--- src/rtl/multi_phase_discharge_sequencer_if.sv ---
// Command/status bundle between the control front end and the discharge sequencer.
interface multi_phase_discharge_sequencer_if #(
  parameter int unsigned N_CH = 2,
  parameter int unsigned TW   = 16
);
  logic            start;
  logic            stop;
  logic            single_mode;
  logic            single_fire;
  logic            cfg_valid;
  logic [TW-1:0]   cfg_ton;
  logic [TW-1:0]   cfg_toff;
  logic [N_CH-1:0] cfg_ch_en;
  logic [15:0]     sample_voltage;
  logic [15:0]     sample_current;
  logic [N_CH-1:0] mosfet_hi;
  logic [N_CH-1:0] mosfet_lo;
  logic            mosfet_deion;
  logic            is_operation;
  logic            is_breakdown;
  logic            fault_oc;
  logic [15:0]     pulse_count;
  logic [15:0]     open_count;

  // Controller side: issues commands and samples, observes gates and status
  modport master (
    output start, stop, single_mode, single_fire, cfg_valid, cfg_ton, cfg_toff, cfg_ch_en,
           sample_voltage, sample_current,
    input  mosfet_hi, mosfet_lo, mosfet_deion, is_operation, is_breakdown, fault_oc,
           pulse_count, open_count
  );

  // Sequencer side
  modport slave (
    input  start, stop, single_mode, single_fire, cfg_valid, cfg_ton, cfg_toff, cfg_ch_en,
           sample_voltage, sample_current,
    output mosfet_hi, mosfet_lo, mosfet_deion, is_operation, is_breakdown, fault_oc,
           pulse_count, open_count
  );
endinterface

--- src/rtl/multi_phase_discharge_sequencer.sv ---
// EDM gap-cycle sequencer: round-robin buck phases, breakdown detect, Ton/dead/Toff timing,
// over-current trip and pulse statistics. Outputs are registered from the next state so the
// gates switch on the same edge the state does.
module multi_phase_discharge_sequencer #(
  parameter int unsigned N_CH      = 2,
  parameter int unsigned TW        = 16,
  parameter int unsigned DEAD_TIME = 12,
  parameter int unsigned WAIT_MIN  = 300,
  parameter int unsigned WAIT_MAX  = 10000,
  parameter int unsigned BD_VOL    = 40,
  parameter int unsigned BD_TIME   = 70,
  parameter int unsigned MAX_CUR   = 120
) (
  input logic clk,
  input logic rst,
  multi_phase_discharge_sequencer_if.slave bus
);

  localparam int unsigned PW = (N_CH > 1) ? $clog2(N_CH) : 1;
  localparam int unsigned BW = $clog2(BD_TIME + 1);

  typedef enum logic [2:0] {
    S_IDLE, S_WAIT_BD, S_DISCHARGE, S_DEAD, S_TOFF, S_FAULT
  } state_t;

  state_t          st, st_n;
  logic [TW-1:0]   tmr;
  logic [TW-1:0]   ton_sh, toff_sh, ton_act, toff_act;
  logic [N_CH-1:0] ch_en_sh;
  logic [PW-1:0]   ptr, ptr_n;
  logic [BW-1:0]   bd_cnt, bd_cnt_n;
  logic [N_CH-1:0] phase_sel;
  logic            below, over, fire, gates_on;
  logic            load_act, inc_pulse, inc_open, set_fault, clr_fault;

  // First enabled phase found scanning cyclically from 'from' (optionally skipping 'from' itself)
  function automatic logic [PW-1:0] scan_en(input logic [PW-1:0] from,
                                            input logic [N_CH-1:0] mask,
                                            input logic skip_self);
    logic [PW-1:0] res;
    logic          found;
    int unsigned   idx;
    res   = from;
    found = 1'b0;
    for (int unsigned k = 0; k <= N_CH; k++) begin
      idx = (32'(from) + k) % N_CH;
      if (!found && !(skip_self && k == 0) && |(mask & (N_CH'(1) << idx))) begin
        res   = PW'(idx);
        found = 1'b1;
      end
    end
    return res;
  endfunction

  // Next-state decode and transition strobes
  always_comb begin
    st_n      = st;
    ptr_n     = ptr;
    load_act  = 1'b0;
    inc_pulse = 1'b0;
    inc_open  = 1'b0;
    set_fault = 1'b0;
    clr_fault = 1'b0;
    below     = bus.sample_voltage < 16'(BD_VOL);
    over      = bus.sample_current > 16'(MAX_CUR);
    fire      = bus.single_mode ? bus.single_fire : bus.start;
    bd_cnt_n  = below ? ((bd_cnt == BW'(BD_TIME)) ? bd_cnt : bd_cnt + BW'(1)) : '0;

    case (st)
      S_IDLE: begin
        if (!bus.stop && fire && (ch_en_sh != '0)) begin
          st_n     = S_WAIT_BD;
          ptr_n    = scan_en(ptr, ch_en_sh, 1'b0);
          load_act = 1'b1;
        end
      end
      S_WAIT_BD: begin
        if (bus.stop) begin
          st_n = S_IDLE;
        end else if (over) begin
          st_n      = S_FAULT;
          set_fault = 1'b1;
        end else if (bd_cnt_n == BW'(BD_TIME) && tmr >= TW'(WAIT_MIN)) begin
          st_n = S_DISCHARGE;
        end else if (tmr == TW'(WAIT_MAX - 1)) begin
          st_n     = S_DEAD;
          inc_open = 1'b1;
        end
      end
      S_DISCHARGE: begin
        if (bus.stop) begin
          st_n = S_IDLE;
        end else if (over) begin
          st_n      = S_FAULT;
          set_fault = 1'b1;
        end else if (tmr == ton_act - TW'(1)) begin
          st_n      = S_DEAD;
          inc_pulse = 1'b1;
        end
      end
      S_DEAD: begin
        if (bus.stop) begin
          st_n = S_IDLE;
        end else if (tmr == TW'(DEAD_TIME - 1)) begin
          st_n = S_TOFF;
        end
      end
      S_TOFF: begin
        if (bus.stop) begin
          st_n = S_IDLE;
        end else if (tmr == toff_act - TW'(1)) begin
          ptr_n = scan_en(ptr, ch_en_sh, 1'b1);
          if (bus.single_mode || ch_en_sh == '0) begin
            st_n = S_IDLE;
          end else begin
            st_n     = S_WAIT_BD;
            load_act = 1'b1;
          end
        end
      end
      S_FAULT: begin
        // A stop also acknowledges the trip so the block never sits in IDLE with a fault flag
        if (bus.start || bus.stop) begin
          st_n      = S_IDLE;
          clr_fault = 1'b1;
        end
      end
      default: st_n = S_IDLE;
    endcase

    phase_sel = N_CH'(1) << ptr_n;
    gates_on  = (st_n == S_WAIT_BD) || (st_n == S_DISCHARGE);
  end

  // State, timers, shadow/active config, statistics and registered outputs
  always_ff @(posedge clk) begin
    if (rst) begin
      st               <= S_IDLE;
      tmr              <= '0;
      bd_cnt           <= '0;
      ptr              <= '0;
      ton_sh           <= TW'(1);
      toff_sh          <= TW'(1);
      ton_act          <= TW'(1);
      toff_act         <= TW'(1);
      ch_en_sh         <= '0;
      bus.mosfet_hi    <= '0;
      bus.mosfet_lo    <= '0;
      bus.mosfet_deion <= 1'b0;
      bus.is_operation <= 1'b0;
      bus.is_breakdown <= 1'b0;
      bus.fault_oc     <= 1'b0;
      bus.pulse_count  <= '0;
      bus.open_count   <= '0;
    end else begin
      st     <= st_n;
      ptr    <= ptr_n;
      tmr    <= (st_n != st) ? '0 : tmr + TW'(1);
      bd_cnt <= (st == S_WAIT_BD && st_n == S_WAIT_BD) ? bd_cnt_n : '0;

      // Zero durations are stored as one cycle
      if (bus.cfg_valid) begin
        ton_sh   <= (bus.cfg_ton == '0) ? TW'(1) : bus.cfg_ton;
        toff_sh  <= (bus.cfg_toff == '0) ? TW'(1) : bus.cfg_toff;
        ch_en_sh <= bus.cfg_ch_en;
      end
      if (load_act) begin
        ton_act  <= ton_sh;
        toff_act <= toff_sh;
      end

      if (inc_pulse) bus.pulse_count <= bus.pulse_count + 16'd1;
      if (inc_open)  bus.open_count  <= bus.open_count + 16'd1;
      if (set_fault)      bus.fault_oc <= 1'b1;
      else if (clr_fault) bus.fault_oc <= 1'b0;

      bus.mosfet_hi    <= gates_on ? phase_sel : '0;
      bus.mosfet_lo    <= gates_on ? phase_sel : '0;
      bus.mosfet_deion <= (st_n == S_TOFF);
      bus.is_operation <= (st_n != S_IDLE) && (st_n != S_FAULT);
      bus.is_breakdown <= (st_n == S_DISCHARGE);
    end
  end

endmodule
--- src/flat_wrapper.sv ---
// flat-port wrapper written by rule: the top's interface ports become plain ports
module multi_phase_discharge_sequencer_flat 
#(
  parameter int unsigned N_CH      = 2,
  parameter int unsigned TW        = 16,
  parameter int unsigned DEAD_TIME = 12,
  parameter int unsigned WAIT_MIN  = 300,
  parameter int unsigned WAIT_MAX  = 10000,
  parameter int unsigned BD_VOL    = 40,
  parameter int unsigned BD_TIME   = 70,
  parameter int unsigned MAX_CUR   = 120
)
  (clk, rst, bus_start, bus_stop, bus_single_mode, bus_single_fire, bus_cfg_valid, bus_cfg_ton, bus_cfg_toff, bus_cfg_ch_en, bus_sample_voltage, bus_sample_current, bus_mosfet_hi, bus_mosfet_lo, bus_mosfet_deion, bus_is_operation, bus_is_breakdown, bus_fault_oc, bus_pulse_count, bus_open_count);
  multi_phase_discharge_sequencer_if #(.N_CH(N_CH), .TW(TW)) bus_i ();
  input logic clk;
  input logic rst;
  input wire logic [$bits(bus_i.start)-1:0] bus_start;
  input wire logic [$bits(bus_i.stop)-1:0] bus_stop;
  input wire logic [$bits(bus_i.single_mode)-1:0] bus_single_mode;
  input wire logic [$bits(bus_i.single_fire)-1:0] bus_single_fire;
  input wire logic [$bits(bus_i.cfg_valid)-1:0] bus_cfg_valid;
  input wire logic [$bits(bus_i.cfg_ton)-1:0] bus_cfg_ton;
  input wire logic [$bits(bus_i.cfg_toff)-1:0] bus_cfg_toff;
  input wire logic [$bits(bus_i.cfg_ch_en)-1:0] bus_cfg_ch_en;
  input wire logic [$bits(bus_i.sample_voltage)-1:0] bus_sample_voltage;
  input wire logic [$bits(bus_i.sample_current)-1:0] bus_sample_current;
  output wire logic [$bits(bus_i.mosfet_hi)-1:0] bus_mosfet_hi;
  output wire logic [$bits(bus_i.mosfet_lo)-1:0] bus_mosfet_lo;
  output wire logic [$bits(bus_i.mosfet_deion)-1:0] bus_mosfet_deion;
  output wire logic [$bits(bus_i.is_operation)-1:0] bus_is_operation;
  output wire logic [$bits(bus_i.is_breakdown)-1:0] bus_is_breakdown;
  output wire logic [$bits(bus_i.fault_oc)-1:0] bus_fault_oc;
  output wire logic [$bits(bus_i.pulse_count)-1:0] bus_pulse_count;
  output wire logic [$bits(bus_i.open_count)-1:0] bus_open_count;
  assign bus_i.start = bus_start;
  assign bus_i.stop = bus_stop;
  assign bus_i.single_mode = bus_single_mode;
  assign bus_i.single_fire = bus_single_fire;
  assign bus_i.cfg_valid = bus_cfg_valid;
  assign bus_i.cfg_ton = bus_cfg_ton;
  assign bus_i.cfg_toff = bus_cfg_toff;
  assign bus_i.cfg_ch_en = bus_cfg_ch_en;
  assign bus_i.sample_voltage = bus_sample_voltage;
  assign bus_i.sample_current = bus_sample_current;
  assign bus_mosfet_hi = bus_i.mosfet_hi;
  assign bus_mosfet_lo = bus_i.mosfet_lo;
  assign bus_mosfet_deion = bus_i.mosfet_deion;
  assign bus_is_operation = bus_i.is_operation;
  assign bus_is_breakdown = bus_i.is_breakdown;
  assign bus_fault_oc = bus_i.fault_oc;
  assign bus_pulse_count = bus_i.pulse_count;
  assign bus_open_count = bus_i.open_count;
  multi_phase_discharge_sequencer #(.N_CH(N_CH), .TW(TW), .DEAD_TIME(DEAD_TIME), .WAIT_MIN(WAIT_MIN), .WAIT_MAX(WAIT_MAX), .BD_VOL(BD_VOL), .BD_TIME(BD_TIME), .MAX_CUR(MAX_CUR)) u_core (.clk(clk), .rst(rst), .bus(bus_i));
endmodule
--- config.mk ---
export PLATFORM = sky130hd
export DESIGN_NAME = multi_phase_discharge_sequencer_flat
export DESIGN_NICKNAME = d
export VERILOG_FILES = /design/src/rtl/multi_phase_discharge_sequencer_if.sv /design/src/rtl/multi_phase_discharge_sequencer.sv /design/src/flat_wrapper.sv
export SDC_FILE = /design/constraint.sdc
export NUM_CORES = 1
export LEC_CHECK = 0
export ABC_AREA = 1
export CAP_MARGIN = 20
export CORE_MARGIN = 1
export CORE_UTILIZATION = 59
export CTS_CLUSTER_SIZE = 28
export DETAILED_ROUTE_END_ITERATION = 6
export GPL_TIMING_DRIVEN = 0
export PLACE_DENSITY = 0.83
export SYNTH_ARGS = -nofsm -noshare
export SYNTH_HDL_FRONTEND = slang
export SYNTH_SLANG_ARGS = --single-unit
export TNS_END_PERCENT = 10
--- constraint.sdc ---
create_clock -name clk -period 3.6 [get_ports clk]
set_input_delay 0.72 -clock clk [delete_from_list [all_inputs] [get_ports clk]]
set_output_delay 0.72 -clock clk [all_outputs]
set_load 0.01 [all_outputs]
# --- After elaboration in Yosys (flattened, before gate mapping) ---
# Index checks and enable logic that the tools add are counted.
word_totals:
  ff_bits: 131
  in_bits: 73
  output_inout_bits: 40
  elab_cells: 140
classes:
  addsub: 8
  n_lt_le_gt_ge: 3
  eq_ne: 16
  shifts: 4
  mux: 59
  n_bitwise: 5
  reduce_logical: 29
ops:
  columns: ["op", "count"]
  rows:
  - ["$add 16x1->16 const B", 3]
  - ["$mux 1", 39]
  - ["$mux 3", 13]
  - ["$eq 16x16->1", 2]
  - ["$logic_not 16->1", 2]
  - ["$mux 16", 2]
  - ["$sub 16x1->16 const B", 2]
  - ["$pmux 3 s6", 1]
  - ["$eq 16x14->1 const B", 1]
  - ["$eq 16x4->1 const B", 1]
  - ["$ge 16x9->1 const B", 1]
  - ["$gt 16x7->1 const B", 1]
  - ["$lt 16x6->1 const B", 1]
  - ["$eq 7x7->1 const B", 2]
  - ["$mux 7", 2]
  - ["$reduce_or 2->1", 7]
  - ["$eq 3x2->1 const B", 3]
  - ["$eq 3x3->1 const B", 3]
  - ["$logic_and 1x1->1", 8]
  - ["$shl 1x1->2 const A", 4]
  - ["$add 7x1->7 const B", 1]
  - ["$and 2x2->2", 3]
  - ["$eq 3x1->1 const B", 2]
  - ["$logic_not 1->1", 4]
  - ["10 further kinds", 16]

# --- Depth between registers and ports, before layout ---
# Gate-level depths: netlist of run 1.
depth:
  depth_word: 17
  mapped_depth: 21
  ltp_nobuf: 20

# --- Worst setup path after synthesis of run 1 ---
# OpenSTA, ideal clock, no wires.
synth_timing:
  path_kind: "in2reg"
  from: "input bus_sample_current[10]"
  to: "register u_core.tmr[7]"
  setup_time_ns: 0.061
  arrival_ns: 2.267
  required_time_ns: 3.539
  path_slack_ns: 1.271
  stages: 14
  path_buffers: 2
  path_cell_list: "nor2_1 > nand3_1 > nor4_1 > and2_2 > clkbuf_4 > nand2_1 > nor2_1 > nand2_1 > nand3_1 > nand3_1 > nor2_4 > nand3_4 > buf_12 > nor2_4"
synth_via:
  elab_chain_cells: 6
  elab_cells_between_ends: 8
  cone_classes: "order compare (1); eq/ne (1); mux (5); reduce/logical (1)"
synth_rtl:
  columns: ["element", "line_no", "source"]
  rows:
  - ["from (decl)", "flat_wrapper.sv:26", "input wire logic [$bits(bus_i.sample_current)-1:0] bus_sample_current;"]
  - ["$gt 16x7->1 *", "multi_phase_discharge_sequencer.sv:65", "over = bus.sample_current > 16'(MAX_CUR);"]
  - ["$mux 3 (on tied branches)", "multi_phase_discharge_sequencer.sv:93, multi_phase_discharge_sequencer.sv:80", null]
  - ["$mux 3 (on tied branches)", "multi_phase_discharge_sequencer.sv:91, multi_phase_discharge_sequencer.sv:78", null]
  - ["$pmux 3 s6 *", "multi_phase_discharge_sequencer.sv:69", "case (st)"]
  - ["$ne 3x3->1 *", "multi_phase_discharge_sequencer.sv:158", "tmr <= (st_n != st) ? '0 : tmr + TW'(1);"]
  - ["$reduce_or 2->1 (no line) *", null, null]
  - ["to (signal assigned)", "multi_phase_discharge_sequencer.sv:158", null]
  - ["to (decl)", "multi_phase_discharge_sequencer.sv:27", "logic [TW-1:0] tmr;"]
# Mark *: on every way between the ends. The rest lies on a longest branch, timed or not.
# A chain may end at the register's enable or synchronous reset.

# --- Worst setup path in the final report of run 1 ---
layout_timing:
  from: "register u_core.toff_act[0]"
  to: "register u_core.toff_act[7]"
layout_via:
  elab_chain_cells: 5
layout_rtl:
  columns: ["element", "line_no", "source"]
  rows:
  - ["from (decl)", "multi_phase_discharge_sequencer.sv:28", "logic [TW-1:0] ton_sh, toff_sh, ton_act, toff_act;"]
  - ["from (signal assigned)", "multi_phase_discharge_sequencer.sv:169", "toff_act <= toff_sh;"]
  - ["$sub 16x1->16", "multi_phase_discharge_sequencer.sv:111", "end else if (tmr == toff_act - TW'(1)) begin"]
  - ["$eq 16x16->1", "multi_phase_discharge_sequencer.sv:111", null]
  - ["$mux 1", "multi_phase_discharge_sequencer.sv:111", null]
  - ["$mux 1", "multi_phase_discharge_sequencer.sv:109", "if (bus.stop) begin"]
  - ["$pmux 1 s2", "multi_phase_discharge_sequencer.sv:69", null]
# Every way passes these cells.

==> results of run 1 <==
critical path, cell delays in order (launching register included):
cell and delay [ns]:
dfxtp_1 0.30, inv_1 0.17, ha_1 0.26, nand2_1 0.12, inv_1 0.09, nand2_1 0.08, nand3_1 0.08, nand2_1 0.05
nor2_1 0.11, nand3_1 0.08, nor2_1 0.25, nand3_1 0.14, nand2_2 0.11, buf_2 0.24, inv_4 0.08, buf_2 0.19
o21ai_1 0.21, a21oi_1 0.06
sequential cells by signal (all words and copies together) (netlist names), 3 cells and up:
signal	count
u_core.tmr	16
u_core.bus.open_count	16
u_core.toff_sh	16
u_core.bus.pulse_count	16
u_core.ton_act	16
u_core.toff_act	16
u_core.st	3
u_core.ton_sh	16
u_core.bd_cnt	7
power breakdown:
group	switching (mW)	internal [mW]	total (mW)
Combinational	0.324	0.226	0.551
Clock	0.659	1.10	1.76
Sequential	0.0531	1.51	1.56
Total	1.04	2.84	3.87
logic make-up after synthesis:
family / synth area share
and+or+nand+nor: 0.393
AOI/OAI and AO/OA: 0.104
xor gates and xnor gates: 0.0590
buffers and inverters: 0.0828
DFF: 0.347
adders and majority gates: 0.0132
muxes: 0.00132
cells in the final DEF, fill, tap and decap left out, types with 4 or more instances in the layout:
cell and count:
inv_1 112, clkinv_2 4, nor2_4 16, o21ai_1 12
nor2_2 17, clkdlybuf4s50_1 109, nor4_1 17, buf_2 7
dfxtp_1 131, o21ai_0 80, nand4_1 28, nand2_1 219
clkbuf_16 17, xnor2_1 20, a21oi_1 52, nor3_1 20
nand2_2 9, nand3_1 66, ha_1 8, xor2_1 31
clkbuf_1 18, nand3b_1 5, nor2_1 210, inv_2 9
routing by layer:
metal | vias up | routed length [um] | share of wire | track usage
li1 | 3911 | - | - | -
met1 | 3527 | 8880 | 0.44 | 0.408
met2 | 321 | 9010 | 0.45 | 0.512
met3 | 65 | 1460 | 0.073 | 0.0675
met4 | 0 | 639 | 0.032 | 0.132
met5 | - | 0 | 0 | 0
worst max-delay path by stage:
stage                     depth (start not counted)                              end  slack (ns)                            start
final                                            17  u_core.toff_act[7]$_SDFFE_PP0P_        0.82  u_core.toff_act[0]$_SDFFE_PP1P_
after global routing                             17  u_core.toff_act[7]$_SDFFE_PP0P_        0.56  u_core.toff_act[0]$_SDFFE_PP1P_
after CTS                                        17  u_core.toff_act[7]$_SDFFE_PP0P_        0.85  u_core.toff_act[0]$_SDFFE_PP1P_
after detailed placement                         15        u_core.tmr[12]$_SDFF_PP0_        0.55           bus_sample_voltage[11]
after global placement                           15        u_core.tmr[15]$_SDFF_PP0_        0.57           bus_sample_voltage[11]
after floorplan                                  14         u_core.tmr[7]$_SDFF_PP0_        1.27           bus_sample_current[10]
per-stage QoR:
step	hold WS (ns)	std cells	utilization	cell area [um^2]	power [mW]
5_1_grt	0.517	1443	0.754	9480	4.02
3_5_place_dp	0.472	1411	0.706	8870	2.13
4_1_cts	0.492	1443	0.754	9480	3.87
2_1_floorplan	0.436	1130	-	7570	1.94
6_report	0.492	1443	0.754	9480	3.87
3_3_place_gp	0.467	1411	0.706	8870	2.12
area by class of cell:
type                       count  area [um^2]
multi-input combinational    844         4320
fill                        1024         3090
timing repair buffer         109         1090
tap                          172          215
clock buffer                  19          443
clock inverter                13          159
buffer                        32          163
sequential                   131         2620
inverter                     123          464
==> metrics.txt, run 1 <==
outcome finished clean; Synth top cells by count 219 x nand2_1, 210 x nor2_1, 131 x dfxtp_1; synthesized area 0.00757 mm^2; worst setup margin 0.823 ns; crit path DAT 3.09 ns; CP Data Required Time 3.91 ns; post-CTS sizing 0; share of layout cells above drive strength 1 0.0921; pin count of the biggest net entering global routing 17; Min-Delay Endpoint u_core.ton_act[9]$_SDFFE_PP0P_; crit-path max FO 10; Vias 7824; top-count cell post-synth nand2_1; hold buffers post-CTS 0; clock sink count 131; ys flop type dfxtp_1; number of synthesized flops with an enable pin 0; max_cap viols 0; Seq cells post-synth 131; Syn. warnings 0; CTS HTree Levels 4; max_slew headroom 0.563; unrepaired setup endpoints after global routing no; I/O Buffers 109; clock latency on the worst-skew pair 0.43 ns; Leakage 3.88 nW; DR vias/cell 5.42; period utilization 0.772; Net count, final 1339; Clock Tree Root clkbuf_16; Synth cell types 51; per-cell routed wire length 13.9 um; actual slew at the worst max-slew pin 0.656 ns; Initial Util 0.602; Die H 115 um; Layout area overhead 25.2%; peak supply drop 0.000364 V; Clock Skew 0.00712 ns; CTS tree yes; drt initial violations 627; Syn Inst Count 1130; fraction of registers with async set/reset 0; syn_nets 1211; first-pass GRT wire length 32700 um; Hold Path Stages 2; HPWL after DPL 15000 um; Hold WC Path Type reg -> reg; R2R depth 17; largest area contributor in the netlist dfxtp_1; Ports 113; gr ovfl total 0; number of placement rows 41; Post-CTS Setup Bufs 0; PD cells 409 mW/mm^2; Synth top area share 0.347; min cycle time layout 2.78 ns; sequential cell area fraction in the yosys report 0.347; Final Max Tran Viols 0; # setup viols final 0; clock slew at reported path FFs 0.06 ns; CP endpoint kind register; Startpoint Class register; Worst R2R Start u_core.toff_act[0]$_SDFFE_PP1P_; HP Start u_core.ton_sh[9]$_SDFFE_PP0P_; Setup TNS 0 ns; wirelength, routed 20000 um; RR Endpoint u_core.toff_act[7]$_SDFFE_PP0P_; Final ANT Viol Nets 0; Crit Path Class reg -> reg; antenna violations before repair 0; GPL Wtd Cong 0.919; FMAX 0.360 GHz; syn_area_per_cell 6.70 um^2; die width 115 um; gr usage total 0.316; post-place setup slack 0.545 ns; Die ar. 0.0133 mm^2; Pre-antenna DRT Iters 7; # DRC 0; main area contributors after synthesis dfxtp_1 35%, nand2_1 11%, nor2_1 10%, inv_1 5.6%, o21ai_0 5.3%; core area 0.0126 mm^2; Hold Vio Cnt, Final 0; CTS Buf Count 17; diode count 0; vias in the first global route 7132; CTS max path bufs 2; worst reg-to-reg setup slack 0.82 ns
Power figures use the tool's default switching activity.
==> run 2: changes to the inputs <==
CORE_UTILIZATION = 55   (was 59)
PLACE_DENSITY = 0.78   (was 0.83)
clock period = 2.7 ns   (was 3.6 ns; I/O delays follow)
==> run 2 against run 1 <==
Final cell count grew 0.90%. Sequential share of layout area shrank 0.57 points. Largest cell class unchanged. Utilization shrank 2.9 points. Die area grew 7.1%. Power grew 35%.
==> metrics.txt, run 2 (synthesis gave the netlist of run 1 again) <==
# setup viols final 0; Min-Delay Endpoint u_core.toff_act[12]$_SDFFE_PP0P_; most frequent cells in the layout 216 x nand2_1, 207 x nor2_1, 131 x dfxtp_1; CTS tree yes; max_slew headroom 0.544; # DRC 0; Vias 7737; Clock Tree Root clkbuf_16; Setup TNS 0 ns; DR vias/cell 5.31; antenna violations before repair 0; per-cell routed wire length 14.0 um; max_cap viols 0; Clock Skew 0.00986 ns; vias in the first global route 6930; Initial Util 0.567; wirelength, routed 20400 um; Layout Cell Area excl Fill 0.00967 mm^2; Die ar. 0.0142 mm^2; FF/Latch Area 0.00262 mm^2; Leakage 3.95 nW; CTS HTree Levels 4; clock sink count 131; die width 119 um; min cycle time layout 2.56 ns; I/O Buffers 109; period utilization 0.948; outcome finished clean; Crit Path Class in -> reg; R2R depth 10; clock slew at reported path FFs 0.06 ns; Startpoint Class input pin; Pre-antenna DRT Iters 5; Layout area overhead 27.8%; filler cell count 1118; RR Endpoint u_core.bus.open_count[15]$_SDFFE_PP0P_; gr usage total 0.291; first-pass GRT wire length 32900 um; share of layout cells above drive strength 1 0.107; number of placement rows 42; Power Total 5.23 mW; crit path DAT 2.85 ns; actual slew at the worst max-slew pin 0.683 ns; crit-path max FO 10; Hold Vio Cnt, Final 0; FMAX 0.391 GHz; area of the multi-input gates 0.00439 mm^2; Hold Path Stages 2; pin count of the biggest net entering global routing 17; Final ANT Viol Nets 0; Net count, final 1348; HP Start u_core.toff_sh[12]$_SDFFE_PP0P_; peak supply drop 0.000578 V; GPL Wtd Cong 0.912; Hold WC Path Type reg -> reg; clock latency on the worst-skew pair 0.43 ns; CTS Buf Count 17; Ports 113; worst reg-to-reg setup slack 0.15 ns; drt initial violations 719; Worst R2R Start u_core.tmr[0]$_SDFF_PP0_; CP Data Required Time 2.99 ns; gr ovfl total 0; Final Max Tran Viols 0; CP endpoint kind register; Cell Area, Placed 0.00888 mm^2; PD cells 541 mW/mm^2; CTS max path bufs 2; most common cell after layout, fill and taps aside nand2_1; HPWL after DPL 15100 um; hold buffers post-CTS 0; core area 0.0133 mm^2; diode count 0; Die H 119 um
## run 2: per-stage QoR
step	worst slack [ns]	std cells	util	hold slack [ns]
floorplan	0.513	1130	-	0.436
global route	-0.00819	1456	0.725	0.506
global placement	-0.138	1415	0.665	0.466
CTS	0.0248	1446	0.711	0.485
detailed placement	-0.175	1415	0.665	0.471
finish	0.141	1456	0.725	0.485
## run 2: final cells by class
cell class / count / share of cell area
multi-input cells: 844 / 0.454
well taps: 176 / 0.0228
clock inverters: 14 / 0.0175
repair buffers: 119 / 0.125
inverters: 123 / 0.0480
flip-flops and latches: 131 / 0.271
plain buffers: 31 / 0.0163
clock buffers: 18 / 0.0454
## run 2: per-layer routing
layer / global-route usage / share of wire
met1: 0.388 / 0.46
met2: 0.469 / 0.46
met3: 0.0532 / 0.066
met4: 0.104 / 0.019
met5: 0 / 0
## run 2: how the worst max path moves through the flow
stage / from / end / slack [ns] / cells past startpoint
global placement: bus_sample_voltage[11] / u_core.tmr[15]$_SDFF_PP0_ / -0.14 / 15
CTS: u_core.toff_act[0]$_SDFFE_PP1P_ / u_core.tmr[10]$_SDFF_PP0_ / 0.02 / 19
global route: u_core.ton_act[0]$_SDFFE_PP1P_ / u_core.tmr[15]$_SDFF_PP0_ / -0.008 / 20
floorplan: u_core.ton_act[0]$_SDFFE_PP1P_ / u_core.tmr[15]$_SDFF_PP0_ / 0.51 / 20
finish: bus_stop / u_core.bus.open_count[15]$_SDFFE_PP0P_ / 0.14 / 8
detailed placement: bus_sample_voltage[15] / u_core.tmr[7]$_SDFF_PP0_ / -0.18 / 15
## run 2: where the power goes
part           internal (mW)  total (mW)  switching, mW
logic                  0.330       0.785          0.455
clock network           1.41        2.36          0.951
registers               2.01        2.08         0.0713
## run 2: critical path, stage by stage
cell	delay, ns
clkdlybuf4s50_1	0.48
inv_1	0.26
clkbuf_1	0.50
nand4_1	0.19
nor2_1	0.44
inv_1	0.26
nand2_1	0.11
a21oi_1	0.07
## run 2: what timing repair did
action,CTS,global route
setup endpoints to repair,2,77
pin swaps,0,4
buffers inserted,0,9
gates resized for setup,1,17
cloned,0,1
==> run 3: changes to the inputs <==
CAP_MARGIN = 10   (was 20)
==> results of run 3 <==
Same layout as run 2: the final DEF is identical, and so are final timing and power.
